--- src/rtl/timestamp_snapshot_pkg.sv ---
// Shared constants, FSM state type and frame packing helpers for the timestamp snapshot block.
package timestamp_pkg;

  localparam int unsigned USEC_PER_SEC = 1000000;
  localparam int unsigned USEC_MAX     = USEC_PER_SEC - 1;
  localparam int unsigned SEC_W        = 32;
  localparam int unsigned USEC_W       = 20;
  localparam int unsigned BYTE_W       = 8;
  localparam int unsigned FRAME_BYTES  = 8;
  localparam int unsigned FRAME_W      = FRAME_BYTES * BYTE_W;
  localparam int unsigned IDX_W        = $clog2(FRAME_BYTES);
  localparam int unsigned GAP_W        = 4;
  localparam int unsigned SEC_BYTE0    = 0;
  localparam int unsigned USEC_BYTE0   = 4;

  typedef enum logic [1:0] {
    ST_IDLE,
    ST_PRE,
    ST_SEND,
    ST_GAP
  } state_t;

  // Byte k of the frame sits at bits [8k+7:8k]; usec is zero-extended to 32 bits.
  function automatic logic [FRAME_W-1:0] pack_frame(logic [SEC_W-1:0] s, logic [USEC_W-1:0] u);
    logic [FRAME_W-1:0] f;
    f = '0;
    f[SEC_BYTE0*BYTE_W +: 32]  = s;
    f[USEC_BYTE0*BYTE_W +: 32] = 32'(u);
    return f;
  endfunction

  function automatic logic [BYTE_W-1:0] frame_byte(logic [FRAME_W-1:0] f, logic [IDX_W-1:0] i);
    return f[{i, 3'b000} +: BYTE_W];
  endfunction

endpackage

--- src/rtl/timestamp_snapshot_if.sv ---
// Control, serial-frame and live-time signals of the timestamp snapshot block.
interface timestamp_snapshot_if;
  import timestamp_pkg::*;

  logic                set_stb;
  logic [SEC_W-1:0]    set_sec;
  logic [USEC_W-1:0]   set_usec;
  logic                snap;
  logic                pre_stb;
  logic [BYTE_W-1:0]   dout;
  logic                busy;
  logic                snap_lost;
  logic [SEC_W-1:0]    sec;
  logic [USEC_W-1:0]   usec;
  logic                pps;

  modport master (
    output set_stb, set_sec, set_usec, snap,
    input  pre_stb, dout, busy, snap_lost, sec, usec, pps
  );

  modport slave (
    input  set_stb, set_sec, set_usec, snap,
    output pre_stb, dout, busy, snap_lost, sec, usec, pps
  );
endinterface

--- src/rtl/timestamp_snapshot_rtc_counter.sv ---
// Free-running seconds/microseconds clock with prescaler and load/clamp.
// TIMESTAMP_PPS_EN adds a one-cycle pps pulse on natural second rollover.
module timestamp_rtc_counter
  import timestamp_pkg::*;
#(
  parameter int unsigned CLK_DIV = 100
) (
  input  logic              sclk,
  input  logic              rst,
  input  logic              set_stb,
  input  logic [SEC_W-1:0]  set_sec,
  input  logic [USEC_W-1:0] set_usec,
  output logic [SEC_W-1:0]  sec,
  output logic [USEC_W-1:0] usec,
  output logic              pps
);

  localparam int unsigned PW = $clog2(CLK_DIV);

  logic [PW-1:0] presc;
  logic          tick_c;
  logic          wrap_c;

  assign tick_c = (presc == PW'(CLK_DIV - 1));
  assign wrap_c = (usec == USEC_W'(USEC_MAX));

  // A load wins over a same-cycle tick and restarts the microsecond interval.
  always_ff @(posedge sclk or posedge rst) begin
    if (rst) begin
      presc <= '0;
      sec   <= '0;
      usec  <= '0;
    end else if (set_stb) begin
      presc <= '0;
      sec   <= set_sec;
      usec  <= (set_usec > USEC_W'(USEC_MAX)) ? USEC_W'(USEC_MAX) : set_usec;
    end else if (tick_c) begin
      presc <= '0;
      if (wrap_c) begin
        usec <= '0;
        sec  <= sec + SEC_W'(1);
      end else begin
        usec <= usec + USEC_W'(1);
      end
    end else begin
      presc <= presc + PW'(1);
    end
  end

`ifdef TIMESTAMP_PPS_EN
  always_ff @(posedge sclk or posedge rst) begin
    if (rst) pps <= 1'b0;
    else     pps <= tick_c & wrap_c & ~set_stb;
  end
`else
  assign pps = 1'b0;
`endif

endmodule

--- src/rtl/timestamp_snapshot.sv ---
// Timestamp snapshot: captures {sec,usec} on request and emits pre_stb + 8 LSB-first bytes.
// Optional pps output enabled by TIMESTAMP_PPS_EN (see timestamp_rtc_counter).
module timestamp_snapshot
  import timestamp_pkg::*;
#(
  parameter int unsigned CLK_DIV = 100,
  parameter int unsigned GAP     = 2
) (
  input logic                 sclk,
  input logic                 rst,
  timestamp_snapshot_if.slave bus
);

  state_t               state, state_n;
  logic [IDX_W-1:0]     idx, idx_n;
  logic [GAP_W-1:0]     gap_cnt, gap_n;
  logic                 pend, pend_n;
  logic [FRAME_W-1:0]   pend_ts, pend_ts_n;
  logic [FRAME_W-1:0]   frame_ts, frame_n;
  logic                 lost_n;
  logic                 launch_c;
  logic [FRAME_W-1:0]   cap_c;

  timestamp_rtc_counter #(.CLK_DIV(CLK_DIV)) u_rtc (
    .sclk     (sclk),
    .rst      (rst),
    .set_stb  (bus.set_stb),
    .set_sec  (bus.set_sec),
    .set_usec (bus.set_usec),
    .sec      (bus.sec),
    .usec     (bus.usec),
    .pps      (bus.pps)
  );

  // Capture uses the registered time of the request cycle, before any load/tick lands.
  assign cap_c    = pack_frame(bus.sec, bus.usec);
  assign launch_c = (state == ST_IDLE) ||
                    ((state == ST_GAP) && (gap_cnt == GAP_W'(GAP - 1)));

  always_comb begin
    state_n   = state;
    idx_n     = idx;
    gap_n     = gap_cnt;
    pend_n    = pend;
    pend_ts_n = pend_ts;
    frame_n   = frame_ts;
    lost_n    = 1'b0;

    case (state)
      ST_PRE: begin
        state_n = ST_SEND;
        idx_n   = '0;
      end
      ST_SEND: begin
        if (idx == IDX_W'(FRAME_BYTES - 1)) begin
          state_n = ST_GAP;
          gap_n   = '0;
        end else begin
          idx_n = idx + IDX_W'(1);
        end
      end
      ST_GAP: begin
        if (gap_cnt == GAP_W'(GAP - 1)) state_n = ST_IDLE;
        else                            gap_n   = gap_cnt + GAP_W'(1);
      end
      default: ;
    endcase

    // The last gap cycle doubles as the idle launch slot, so a pending frame follows after exactly GAP cycles.
    if (launch_c) begin
      if (pend) begin
        state_n = ST_PRE;
        frame_n = pend_ts;
        pend_n  = bus.snap;
        if (bus.snap) pend_ts_n = cap_c;
      end else if (bus.snap) begin
        state_n = ST_PRE;
        frame_n = cap_c;
      end
    end else if (bus.snap) begin
      if (pend) begin
        lost_n = 1'b1;
      end else begin
        pend_n    = 1'b1;
        pend_ts_n = cap_c;
      end
    end
  end

  always_ff @(posedge sclk or posedge rst) begin
    if (rst) begin
      state         <= ST_IDLE;
      idx           <= '0;
      gap_cnt       <= '0;
      pend          <= 1'b0;
      pend_ts       <= '0;
      frame_ts      <= '0;
      bus.pre_stb   <= 1'b0;
      bus.dout      <= '0;
      bus.busy      <= 1'b0;
      bus.snap_lost <= 1'b0;
    end else begin
      state         <= state_n;
      idx           <= idx_n;
      gap_cnt       <= gap_n;
      pend          <= pend_n;
      pend_ts       <= pend_ts_n;
      frame_ts      <= frame_n;
      bus.pre_stb   <= (state_n == ST_PRE);
      bus.dout      <= (state_n == ST_SEND) ? frame_byte(frame_n, idx_n) : '0;
      bus.busy      <= (state_n != ST_IDLE) | pend_n;
      bus.snap_lost <= lost_n;
    end
  end

endmodule

--- src/flat_wrapper.sv ---
// flat-port wrapper written by rule: the top's interface ports become plain ports
module timestamp_snapshot_flat import timestamp_pkg::*;
#(
  parameter int unsigned CLK_DIV = 100,
  parameter int unsigned GAP     = 2
)
  (sclk, rst, bus_set_stb, bus_set_sec, bus_set_usec, bus_snap, bus_pre_stb, bus_dout, bus_busy, bus_snap_lost, bus_sec, bus_usec, bus_pps);
  timestamp_snapshot_if bus_i ();
  input logic sclk;
  input logic rst;
  input wire logic [$bits(bus_i.set_stb)-1:0] bus_set_stb;
  input wire logic [$bits(bus_i.set_sec)-1:0] bus_set_sec;
  input wire logic [$bits(bus_i.set_usec)-1:0] bus_set_usec;
  input wire logic [$bits(bus_i.snap)-1:0] bus_snap;
  output wire logic [$bits(bus_i.pre_stb)-1:0] bus_pre_stb;
  output wire logic [$bits(bus_i.dout)-1:0] bus_dout;
  output wire logic [$bits(bus_i.busy)-1:0] bus_busy;
  output wire logic [$bits(bus_i.snap_lost)-1:0] bus_snap_lost;
  output wire logic [$bits(bus_i.sec)-1:0] bus_sec;
  output wire logic [$bits(bus_i.usec)-1:0] bus_usec;
  output wire logic [$bits(bus_i.pps)-1:0] bus_pps;
  assign bus_i.set_stb = bus_set_stb;
  assign bus_i.set_sec = bus_set_sec;
  assign bus_i.set_usec = bus_set_usec;
  assign bus_i.snap = bus_snap;
  assign bus_pre_stb = bus_i.pre_stb;
  assign bus_dout = bus_i.dout;
  assign bus_busy = bus_i.busy;
  assign bus_snap_lost = bus_i.snap_lost;
  assign bus_sec = bus_i.sec;
  assign bus_usec = bus_i.usec;
  assign bus_pps = bus_i.pps;
  timestamp_snapshot #(.CLK_DIV(CLK_DIV), .GAP(GAP)) u_core (.sclk(sclk), .rst(rst), .bus(bus_i));
endmodule
--- config.mk ---
export PLATFORM = sky130hd
export DESIGN_NAME = timestamp_snapshot_flat
export DESIGN_NICKNAME = d
export VERILOG_FILES = /design/src/rtl/timestamp_snapshot_pkg.sv /design/src/rtl/timestamp_snapshot_if.sv /design/src/rtl/timestamp_snapshot_rtc_counter.sv /design/src/rtl/timestamp_snapshot.sv /design/src/flat_wrapper.sv
export SDC_FILE = /design/constraint.sdc
export NUM_CORES = 1
export LEC_CHECK = 0
export ABC_AREA = 1
export CAP_MARGIN = 20
export CORE_MARGIN = 3
export CORE_UTILIZATION = 58
export CTS_CLUSTER_DIAMETER = 120
export DETAILED_ROUTE_END_ITERATION = 8
export GPL_TIMING_DRIVEN = 0
export PLACE_DENSITY = 0.91
export REMOVE_ABC_BUFFERS = 1
export SLEW_MARGIN = 20
export SYNTH_ARGS = -nofsm -noshare
export SYNTH_HDL_FRONTEND = slang
export SYNTH_SLANG_ARGS = --single-unit
--- constraint.sdc ---
create_clock -name sclk -period 7.25 [get_ports sclk]
set_input_delay 1.0875 -clock sclk [delete_from_list [all_inputs] [get_ports sclk]]
set_output_delay 1.0875 -clock sclk [all_outputs]
set_load 0.02 [all_outputs]
# Yosys cells after proc, flatten, opt, wreduce, memory -nomap -nowiden
# Index checks and enable logic that the tools add are counted.
# classes
n_shift	1
n_bitwise	1
n_mux	35
n_eq_ne	14
order_cmp	1
add_sub_neg	5
n_reduce_logical	11
# ops
op	count
$mux W64	8
$mux W32	3
$mux W20	4
$shiftx A64 B7 Y8	1
$add A32 B1 Y32 const B	1
$add A20 B1 Y20 const B	1
$eq A20 B20 Y1 const B	1
$gt A20 B20 Y1 const B	1
$mux W7	2
$mux W2	5
$reduce_bool A2 Y1	5
$mux W4	2
$mux W8	1
$pmux W4 S2	1
$add A7 B1 Y7 const B	1
$eq A7 B7 Y1 const B	1
$eq A2 B2 Y1 const B	3
$mux W1	6
$ne A2 B2 Y1 const B	3
$pmux W2 S3	1
$pmux W3 S2	1
$add A4 B1 Y4 const B	1
$eq A2 B1 Y1 const B	2
$eq A4 B1 Y1 const B	1
11 further kinds	12
# totals
input_bits	56
regBits	208
elab_cells	81
output_inout_bits	64

# Logic depth before layout (Yosys ltp)
# Gate-level depths: netlist of the first run.
# logic_depth
word_depth	8
mapped_depth	13
mapped_depth_nobuf	13

# Modules after synthesis
# Synthesis of the first run repeated with hierarchy kept, for this count alone.
# hier_totals
hier_cells	1753
area_unflattened_um2	12090.3
# modules_own_cells
module	cells_per_inst	area_per_inst_um2	n_inst	seq_area_each_um2
timestamp_snapshot	1021	7602.3	1	3428.3
timestamp_rtc_counter	732	4488.1	1	1476.4

# Worst setup path after synthesis of the first run
# Ideal clock, no wire load.
# synth_timing
kind	input port to flip-flop
start	in bus_snap
end	reg u_core.bus.dout[6]
slack_ns	5.040
cell_stages	11
n_path_buf	2
arrival_ns	2.093
required_ns	7.133
setup_time_ns	0.117
cell_sequence	buf_2 clkbuf_1 nand2_1 nand3_1 nand2_1 nand2_1 nand3_1 nand3_1 nand2_1 nor2_1 nor2_1
# synth_between
elab_chain_len	5
elab_cells_between_ends	9
classes_between	eq/ne: 1; shift: 1; mux: 7
# synth_lines
element	line_no	rtl
start, declared	flat_wrapper.sv:14	input wire logic [$bits(bus_i.snap)-1:0] bus_snap;
$mux W64 / $mux W2 (equally long branches)	timestamp_snapshot.sv:76	end else if (bus.snap) begin
$mux W64 / $mux W2 (equally long branches)	timestamp_snapshot.sv:71	if (pend) begin
$mux W64 / $mux W2 (equally long branches)	timestamp_snapshot.sv:70	if (launch_c) begin
$shiftx A64 B7 Y8 / $eq A2 B2 Y1 (equally long branches)	timestamp_snapshot_pkg.sv:33, timestamp_snapshot.sv:110	
$mux W8 *	timestamp_snapshot.sv:110	bus.dout <= (state_n == ST_SEND) ? frame_byte(frame_n, idx_n) : '0;
end signal, assigned	timestamp_snapshot.sv:110	
end, declared	timestamp_snapshot_if.sv:24	output pre_stb, dout, busy, snap_lost, sec, usec, pps
# Every way passes the cells marked *; elsewhere a longest branch is shown, timed or not.
# A chain may end at the register's enable or synchronous reset.

# Worst setup path after layout of the first run
# layout_timing
start	reg u_core.state[1]
end	reg u_core.bus.dout[5]
# layout_between
elab_chain_len	7
elab_cells_between_ends	17
classes_between	eq/ne: 4; shift: 1; mux: 9; reduce/logical: 3
# layout_lines
element	line_no	rtl
start, declared	timestamp_snapshot.sv:14	state_t state, state_n;
start signal, assigned	timestamp_snapshot.sv:103	state <= state_n;
parallel branches: the longest is 6 deep, another holds $mux W64	n/a	
$mux W8 *	timestamp_snapshot.sv:110	
# Every way passes the cells marked *.

==> results of run 1 <==
[worst min-delay path by stage]
| stage | from | endpoint | slack [ps] | cells past startpoint |
|---|---|---|---|---|
| after floorplan | u_core.frame_ts[62] | u_core.frame_ts[62] | 430 | 2 |
| after global placement | u_core.frame_ts[62] | u_core.frame_ts[62] | 450 | 2 |
| after detailed placement | u_core.u_rtc.presc[0] | u_core.u_rtc.presc[0] | 450 | 1 |
| after CTS | u_core.u_rtc.presc[0] | u_core.u_rtc.presc[0] | 460 | 1 |
| after global routing | u_core.u_rtc.presc[0] | u_core.u_rtc.presc[0] | 490 | 1 |
| final | u_core.u_rtc.presc[0] | u_core.u_rtc.presc[0] | 460 | 1 |
[critical path, delay by kind of cell, from the launching register on]
family	cells	cell delay, ps
flops	1	410
fa+ha+maj	1	190
compound gates	1	190
buf+inv	3	1190
simple gates	6	1940
[power by group through the flow]
| stage | Sequential (W) | Clock [W] | Combinational [W] |
|---|---|---|---|
| 5_1_grt | 0.00177 | 0.00106 | 0.00320 |
| 3_3_place_gp | 0.00172 | 0 | 0.00260 |
| 4_1_cts | 0.00172 | 0.00102 | 0.00282 |
| 2_1_floorplan | 0.00173 | 0 | 0.00184 |
| 6_report | 0.00174 | 0.00102 | 0.00288 |
| 3_5_place_dp | 0.00173 | 0 | 0.00278 |
[per-layer routing]
metal / part of all wire / track usage
met4: 0.028 / 0.115
met2: 0.48 / 0.500
met1: 0.40 / 0.415
met3: 0.088 / 0.0628
met5: 0 / 0
[kinds of logic (layout without fill, tap and decap cells)]
group	count (synthesis)	in the layout	synth area share
AO/OA/AOI/OAI	158	158	0.0699
XOR/XNOR	12	12	0.00896
adder cells (fa/ha/maj)	10	10	0.0107
buffers and inverters	217	289	0.0813
flip-flops	196	196	0.418
multiplexers	5	5	0.00427
other	1	1	0.000320
AND/OR/NAND/NOR	1049	1049	0.407
[sequential cells by signal (all words and copies together) (netlist names)]
signal,cells
u_core.bus.busy,1
u_core.bus.dout,8
u_core.bus.pre_stb,1
u_core.bus.snap_lost,1
u_core.frame_ts,64
u_core.gap_cnt,4
u_core.idx,3
u_core.pend,1
u_core.pend_ts,52
u_core.state,2
u_core.u_rtc.presc,7
u_core.u_rtc.sec,32
u_core.u_rtc.usec,20
[cells in the final DEF, fill, tap and decap left out, drive strengths merged]
| cell type | count |
|---|---|
| a21oi | 25 |
| inv | 132 |
| o2111ai | 1 |
| mux2i | 5 |
| nand3b | 38 |
| o21a | 1 |
| and3 | 2 |
| a21o | 1 |
| nand3 | 231 |
| dfrtp | 196 |
| a31oi | 1 |
| nor3 | 19 |
| xnor2 | 1 |
| conb | 1 |
| buf | 9 |
| clkinvlp | 2 |
| o21bai | 1 |
| nor4 | 1 |
| bufinv | 3 |
| nor2 | 119 |
| xor2 | 11 |
| clkdlybuf4s50 | 116 |
| o211ai | 3 |
| clkbuf | 21 |
| nand2 | 516 |
| and2 | 46 |
| nor3b | 1 |
| clkinv | 6 |
| or2 | 52 |
| o21ai | 123 |
| nand4 | 24 |
| o31ai | 2 |
| ha | 10 |
[metrics by stage]
| step | worst slack (ps) | instance area, um^2 |
|---|---|---|
| floorplan | 822 | 11300 |
| global placement | -1830 | 12800 |
| detailed placement | 2510 | 13000 |
| CTS | 2970 | 13600 |
| global route | 2950 | 13600 |
| finish | 3170 | 13600 |
[final cells by class]
class                           count  area (um^2)  area share
Multi-Input combinational cell   1235         5890       0.432
Tap cell                          265          332      0.0243
Clock buffer                       21          480      0.0353
Inverter                          132          510      0.0375
Sequential cell                   196         4900       0.360
Timing Repair Buffer              125         1360      0.0996
Clock inverter                     11          146      0.0107
==> flow_summary_export.csv, run 1 <==
group,metric,value,unit
placement,hpwl,21.8,mm
synth,ys.flop_type,"dfrtp_1",
worst_setup_path,timing.rr.start,"u_core.state[1]",
worst_setup_path,reg2reg_to,"u_core.bus.dout[5]",
global_route,grt_pass1_wl,55.4,mm
synth,netlist_instances,1648,
floorplan,core,0.0197,mm^2
detailed_routing,dr.pass1.iters,7,
timing,whs,460,ps
layout,diodes,0,
global_route,grt.overflow.total,0,
power,swShare,0.448,
outcome,outcome,"finished, final reports clean",
synth,ys_ff_latch,196,
clock_tree,cts.sinks,196,
detailed_routing,routed_wirelength,33.8,mm
worst_setup_path,slowest_delay,780,ps
floorplan,die_h,148,um
power,irDropWorstVdd,335,uV
timing,slew_headroom,0.254,
detailed_routing,via_per_inst,5.90,
clock_tree,cts.hold.buffers_added,0,
detailed_routing,vias,11700,
power,clkPwrFrac,0.181,
synth,synth_edf_count,0,
synth,yosysUniqueCellTypes,45,
worst_setup_path,cp_data_arrival_time,4430,ps
detailed_routing,ant_nets,0,
clock_tree,cts_setup_buffers,0,
synth,avgSynthCellArea,7.12,um^2
layout,fin_util,0.693,
placement,place_congestion,0.934,
floorplan,die_x,148,um
worst_setup_path,required,7600,ps
synth,netlist_area,0.0117,mm^2
placement,io_buffer_count,118,
timing,rsz0062_at_grt,"false",
worst_setup_path,worstSetupPathType,"reg2reg",
timing,hold_viol,0,
layout,nets,1773,
floorplan,num_io_pins,120,
timing,worst_slew_pin_slew,1120,ps
floorplan,dieArea,0.0220,mm^2
min_path,hold_class,"reg2reg",
power,comb_power_share,0.510,
layout,fill_cells,1587,
power,internal_power,0.00311,W
worst_setup_path,critPathSlowestCell,"inv_2",
clock_tree,clockRootBuffer,"clkbuf_16",
power,p_total,0.00564,W
timing,fin_crit,4080,ps
timing,max_clock_freq,245,MHz
run,maxCapViolations,0,
clock_tree,cts_resized,0,
worst_setup_path,cp-end-kind,"flop",
synth,async_flop_share,1.00,
clock_tree,insertion_delay,450,ps
worst_setup_path,worst_r2r_path_depth,11,
layout,finalNonFillerCells,1985,
power,p_leak,6.46,nW
floorplan,fp-row-count,51,
timing,finalSetupViolCount,0,
synth,yosysMostFrequentCell,"nand2_1",
timing,finClkSkew,10.0,ps
timing,finalSetupTns,0,ps
placement,dp_cells,1952,
global_route,grt_pass1_vias,11200,
worst_setup_path,cp-start-kind,"flop",
timing,period_share,0.563,
worst_setup_path,reg2reg_setup_slack,3170,ps
worst_setup_path,crit_end,"u_core.bus.dout[5]",
power,p_per_area,414,mW/mm^2
synth,synth_commonest_cells,"512 x nand2_1, 230 x nand3_1, 196 x dfrtp_1, 123 x inv_1, 114 x nor2_1",
clock_tree,cts_buffers,17,
synth,synth_area_leaders,"dfrtp_1 42%, nand2_1 16%, nand3_1 9.8%, o21ai_0 4.4%, inv_1 3.9%",
clock_tree,path_clk_slew,70,ps
layout,syn2layout_area_growth,16.1,%
power,p_seq_frac,0.308,
worst_setup_path,worstPathCellList,"inv_1 -> ha_1 -> inv_2 -> nand2_4 -> nand2_1 -> inv_1 -> a21oi_1 -> nand2_1 -> nor2_4 -> nand2_1 -> nor2_1",
clock_tree,cts_tree,"done",
worst_setup_path,crit_path_start,"u_core.state[1]",
global_route,antenna_found_initial,0,
clock_tree,clockBufferDepth,2,
worst_setup_path,critPathMaxFanout,58,
synth,synth_top_area_cell,"dfrtp_1",
layout,layout-drive-gt1-share,0.0622,
synth,yosysTopAreaCellShare,0.418,
clock_tree,htreeDepth,4,
power,switchingPower,0.00253,W
global_route,grt_util_all_layers,0.309,
synth,yosysWarnings,0,
timing,slew_viol_final,0,
detailed_routing,drc,0,
detailed_routing,wire_per_inst,17.0,um
synth,ys_seq_area_frac,0.418,
worst_setup_path,cp_common_cell,"nand2_1",
floorplan,start_util,0.597,
global_route,grt_max_degree,104,
detailed_routing,dr.first_iter.drc_count,1449,
(Power assumes the default switching activity.)
==> run 2, diff against run 1 <==
--- a/config.mk
+++ b/config.mk
@@ -8,11 +8,11 @@
 export ABC_AREA = 1
 export CAP_MARGIN = 20
 export CORE_MARGIN = 3
-export CORE_UTILIZATION = 58
+export CORE_UTILIZATION = 52
 export CTS_CLUSTER_DIAMETER = 120
 export DETAILED_ROUTE_END_ITERATION = 8
 export GPL_TIMING_DRIVEN = 0
-export PLACE_DENSITY = 0.91
+export PLACE_DENSITY = 0.87
 export REMOVE_ABC_BUFFERS = 1
 export SLEW_MARGIN = 20
 export SYNTH_ARGS = -nofsm -noshare
==> constraint.sdc (replaced) <==
create_clock -name sclk -period 3.7 [get_ports sclk]
set_input_delay 0.555 -clock sclk [delete_from_list [all_inputs] [get_ports sclk]]
set_output_delay 0.555 -clock sclk [all_outputs]
set_load 0.02 [all_outputs]
==> run 2 against run 1 <==
Net effect: register-to-register slack worse by 2900 ps; worst hold slack gained 6.8 ps; cell area rose by 0.11%; critical endpoint is now u_core.bus.dout[4]; utilization shrank 7.4 points; largest cell class unchanged.
==> flow_summary_export.csv, run 2 (synthesis gave the netlist of run 1 again) <==
group,metric,value,unit
worst_setup_path,worstPathCellList,"inv_1 -> ha_1 -> inv_4 -> nand2_8 -> nand2_1 -> inv_1 -> a21oi_1 -> nand2_1 -> nor2_4 -> nand2_1 -> nor2_1",
detailed_routing,dr.pass1.iters,6,
timing,max_clock_freq,290,MHz
detailed_routing,routed_wirelength,33.8,mm
floorplan,dieArea,0.0244,mm^2
placement,dp_cells,1966,
layout,layout_commonest_cell,"nand2_1",
worst_setup_path,crit_buf_inv,3,
placement,io_buffer_count,118,
timing,finClkSkew,10.6,ps
global_route,grt_pass1_wl,54.6,mm
worst_setup_path,critPathSlowestCell,"nand2_1",
clock_tree,insertion_delay,450,ps
floorplan,start_util,0.533,
global_route,grt.overflow.total,0,
worst_setup_path,worstSetupPathType,"reg2reg",
global_route,antenna_found_initial,0,
worst_setup_path,slowest_delay,500,ps
timing,fin_crit,3450,ps
power,p_leak,6.45,nW
timing,slew_headroom,0.261,
worst_setup_path,cp_data_arrival_time,3790,ps
floorplan,core,0.0220,mm^2
timing,worst_slew_pin_slew,1110,ps
placement,place_congestion,0.892,
outcome,outcome,"finished, final reports clean",
layout,largest_reg_flops,64,
clock_tree,path_clk_slew,70,ps
clock_tree,clockRootBuffer,"clkbuf_16",
worst_setup_path,cp_common_cell,"nand2_1",
global_route,grt_util_all_layers,0.275,
layout,layout-drive-gt1-share,0.0622,
worst_setup_path,cp-start-kind,"flop",
placement,hpwl,21.7,mm
layout,syn2layout_area_growth,16.2,%
run,maxCapViolations,0,
detailed_routing,drc,0,
power,irDropWorstVdd,806,uV
clock_tree,htreeDepth,4,
floorplan,die_x,156,um
detailed_routing,wire_per_inst,16.9,um
clock_tree,cts_tree,"done",
floorplan,fp-row-count,54,
global_route,grt_pass1_vias,10900,
clock_tree,clockBufferDepth,2,
worst_setup_path,cp_top_family,"simple AND/OR/NAND/NOR gates",
detailed_routing,via_per_inst,5.75,
detailed_routing,vias,11500,
clock_tree,cts_setup_buffers,0,
layout,fill_cells,1893,
floorplan,die_h,156,um
timing,finalSetupViolCount,0,
layout,layout_common_cells,"511 x nand2_1, 229 x nand3_1, 196 x dfrtp_1, 121 x inv_1, 116 x clkdlybuf4s50_1",
timing,slew_viol_final,0,
detailed_routing,dr.first_iter.drc_count,1353,
worst_setup_path,critPathMaxFanout,58,
layout,nets,1773,
layout,largestRegisters,"u_core.frame_ts: 64 flops, u_core.pend_ts: 52 flops, u_core.u_rtc.sec: 32 flops",
clock_tree,cts.sinks,196,
worst_setup_path,cp-end-kind,"flop",
timing,period_share,0.933,
timing,hold_viol,0,
clock_tree,cts_buffers,17,
worst_setup_path,required,4040,ps
layout,regMostFlops,"u_core.frame_ts",
layout,diodes,0,
floorplan,num_io_pins,120,
detailed_routing,ant_nets,0,
min_path,hold_class,"reg2reg",
global_route,grt_max_degree,106,
power,p_per_area,803,mW/mm^2
timing,rsz0062_at_grt,"false",
layout,finalNonFillerCells,2000,
layout,fin_util,0.619,
[run 2: cell types whose count changed in the layout (fill, tap and decap cells not counted)]
cell,before,now
buf_16,6,5
nand2_1,512,511
nand2_8,0,1
nand2_2,2,3
nand2_4,2,1
nand3_2,1,2
clkbuf_1,0,1
clkinv_2,3,2
inv_4,1,2
clkinvlp_4,2,1
clkinv_4,2,3
inv_2,7,6
[run 2: worst paths after layout]
check	endpoint	cells past startpoint	start	slack (ps)
max	u_core.bus.dout[4]	11	u_core.state[1]	250
min reg2reg	u_core.u_rtc.presc[0]	1	u_core.u_rtc.presc[0]	470
max in group asynchronous	u_core.pend_ts[32]	3	rst	2110
max reg2reg	u_core.bus.dout[4]	11	u_core.state[1]	250
min in group asynchronous	u_core.u_rtc.presc[3]	2	rst	610
min	u_core.u_rtc.presc[0]	1	u_core.u_rtc.presc[0]	470
[run 2: metrics by stage]
stage | total power [W] | setup slack [ps] | instance area, um^2 | hold slack (ps) | setup TNS, ps
after floorplan | 0.00699 | -2200 | 11300 | 431 | -440700
after global placement | 0.00849 | -4840 | 12800 | 446 | -1190480
after detailed placement | 0.00877 | -595 | 13000 | 455 | -15270
after CTS | 0.0108 | 42.6 | 13600 | 467 | 0
after global routing | 0.0117 | 42.5 | 13600 | 499 | 0
final | 0.0110 | 249 | 13600 | 467 | 0
[run 2: timing repair]
action                                  in CTS  in global routing
pin swaps                                    0                  1
hold buffers                                 0                  0
hold endpoints to repair                     0                  0
endpoints found under the setup margin      29                 11
resized for setup                            2                  1
cloned                                       0                  1
[run 2: worst register-to-register path, delay by kind of cell (launching register included)]
kind,cells,cell delay [ps]
fa+ha+maj,1,220
compound gates,1,200
simple gates,6,1630
buf+inv,3,890
flops,1,400
[run 2: final cells by class]
cell class	count	area [um^2]	area share
clock buffers	22	484	0.0355
multi-input cells	1236	5910	0.434
inverters	132	513	0.0376
clock inverters	10	143	0.0105
repair buffers	124	1330	0.0974
flip-flops and latches	196	4900	0.360
well taps	280	350	0.0257
[run 2: per-layer routing]
layer / track usage / up-vias / share of wire
met5: 0 / - / 0
met4: 0.0821 / 0 / 0.021
met3: 0.0538 / 66 / 0.080
met2: 0.444 / 530 / 0.48
met1: 0.377 / 5488 / 0.41
li1: - / 5414 / -
[run 2: power by group]
| part | total, W | internal (W) | switching, W |
|---|---|---|---|
| clock network | 0.00199 | 0.00114 | 0.000852 |
| registers | 0.00340 | 0.00287 | 0.000526 |
| logic | 0.00556 | 0.00204 | 0.00352 |
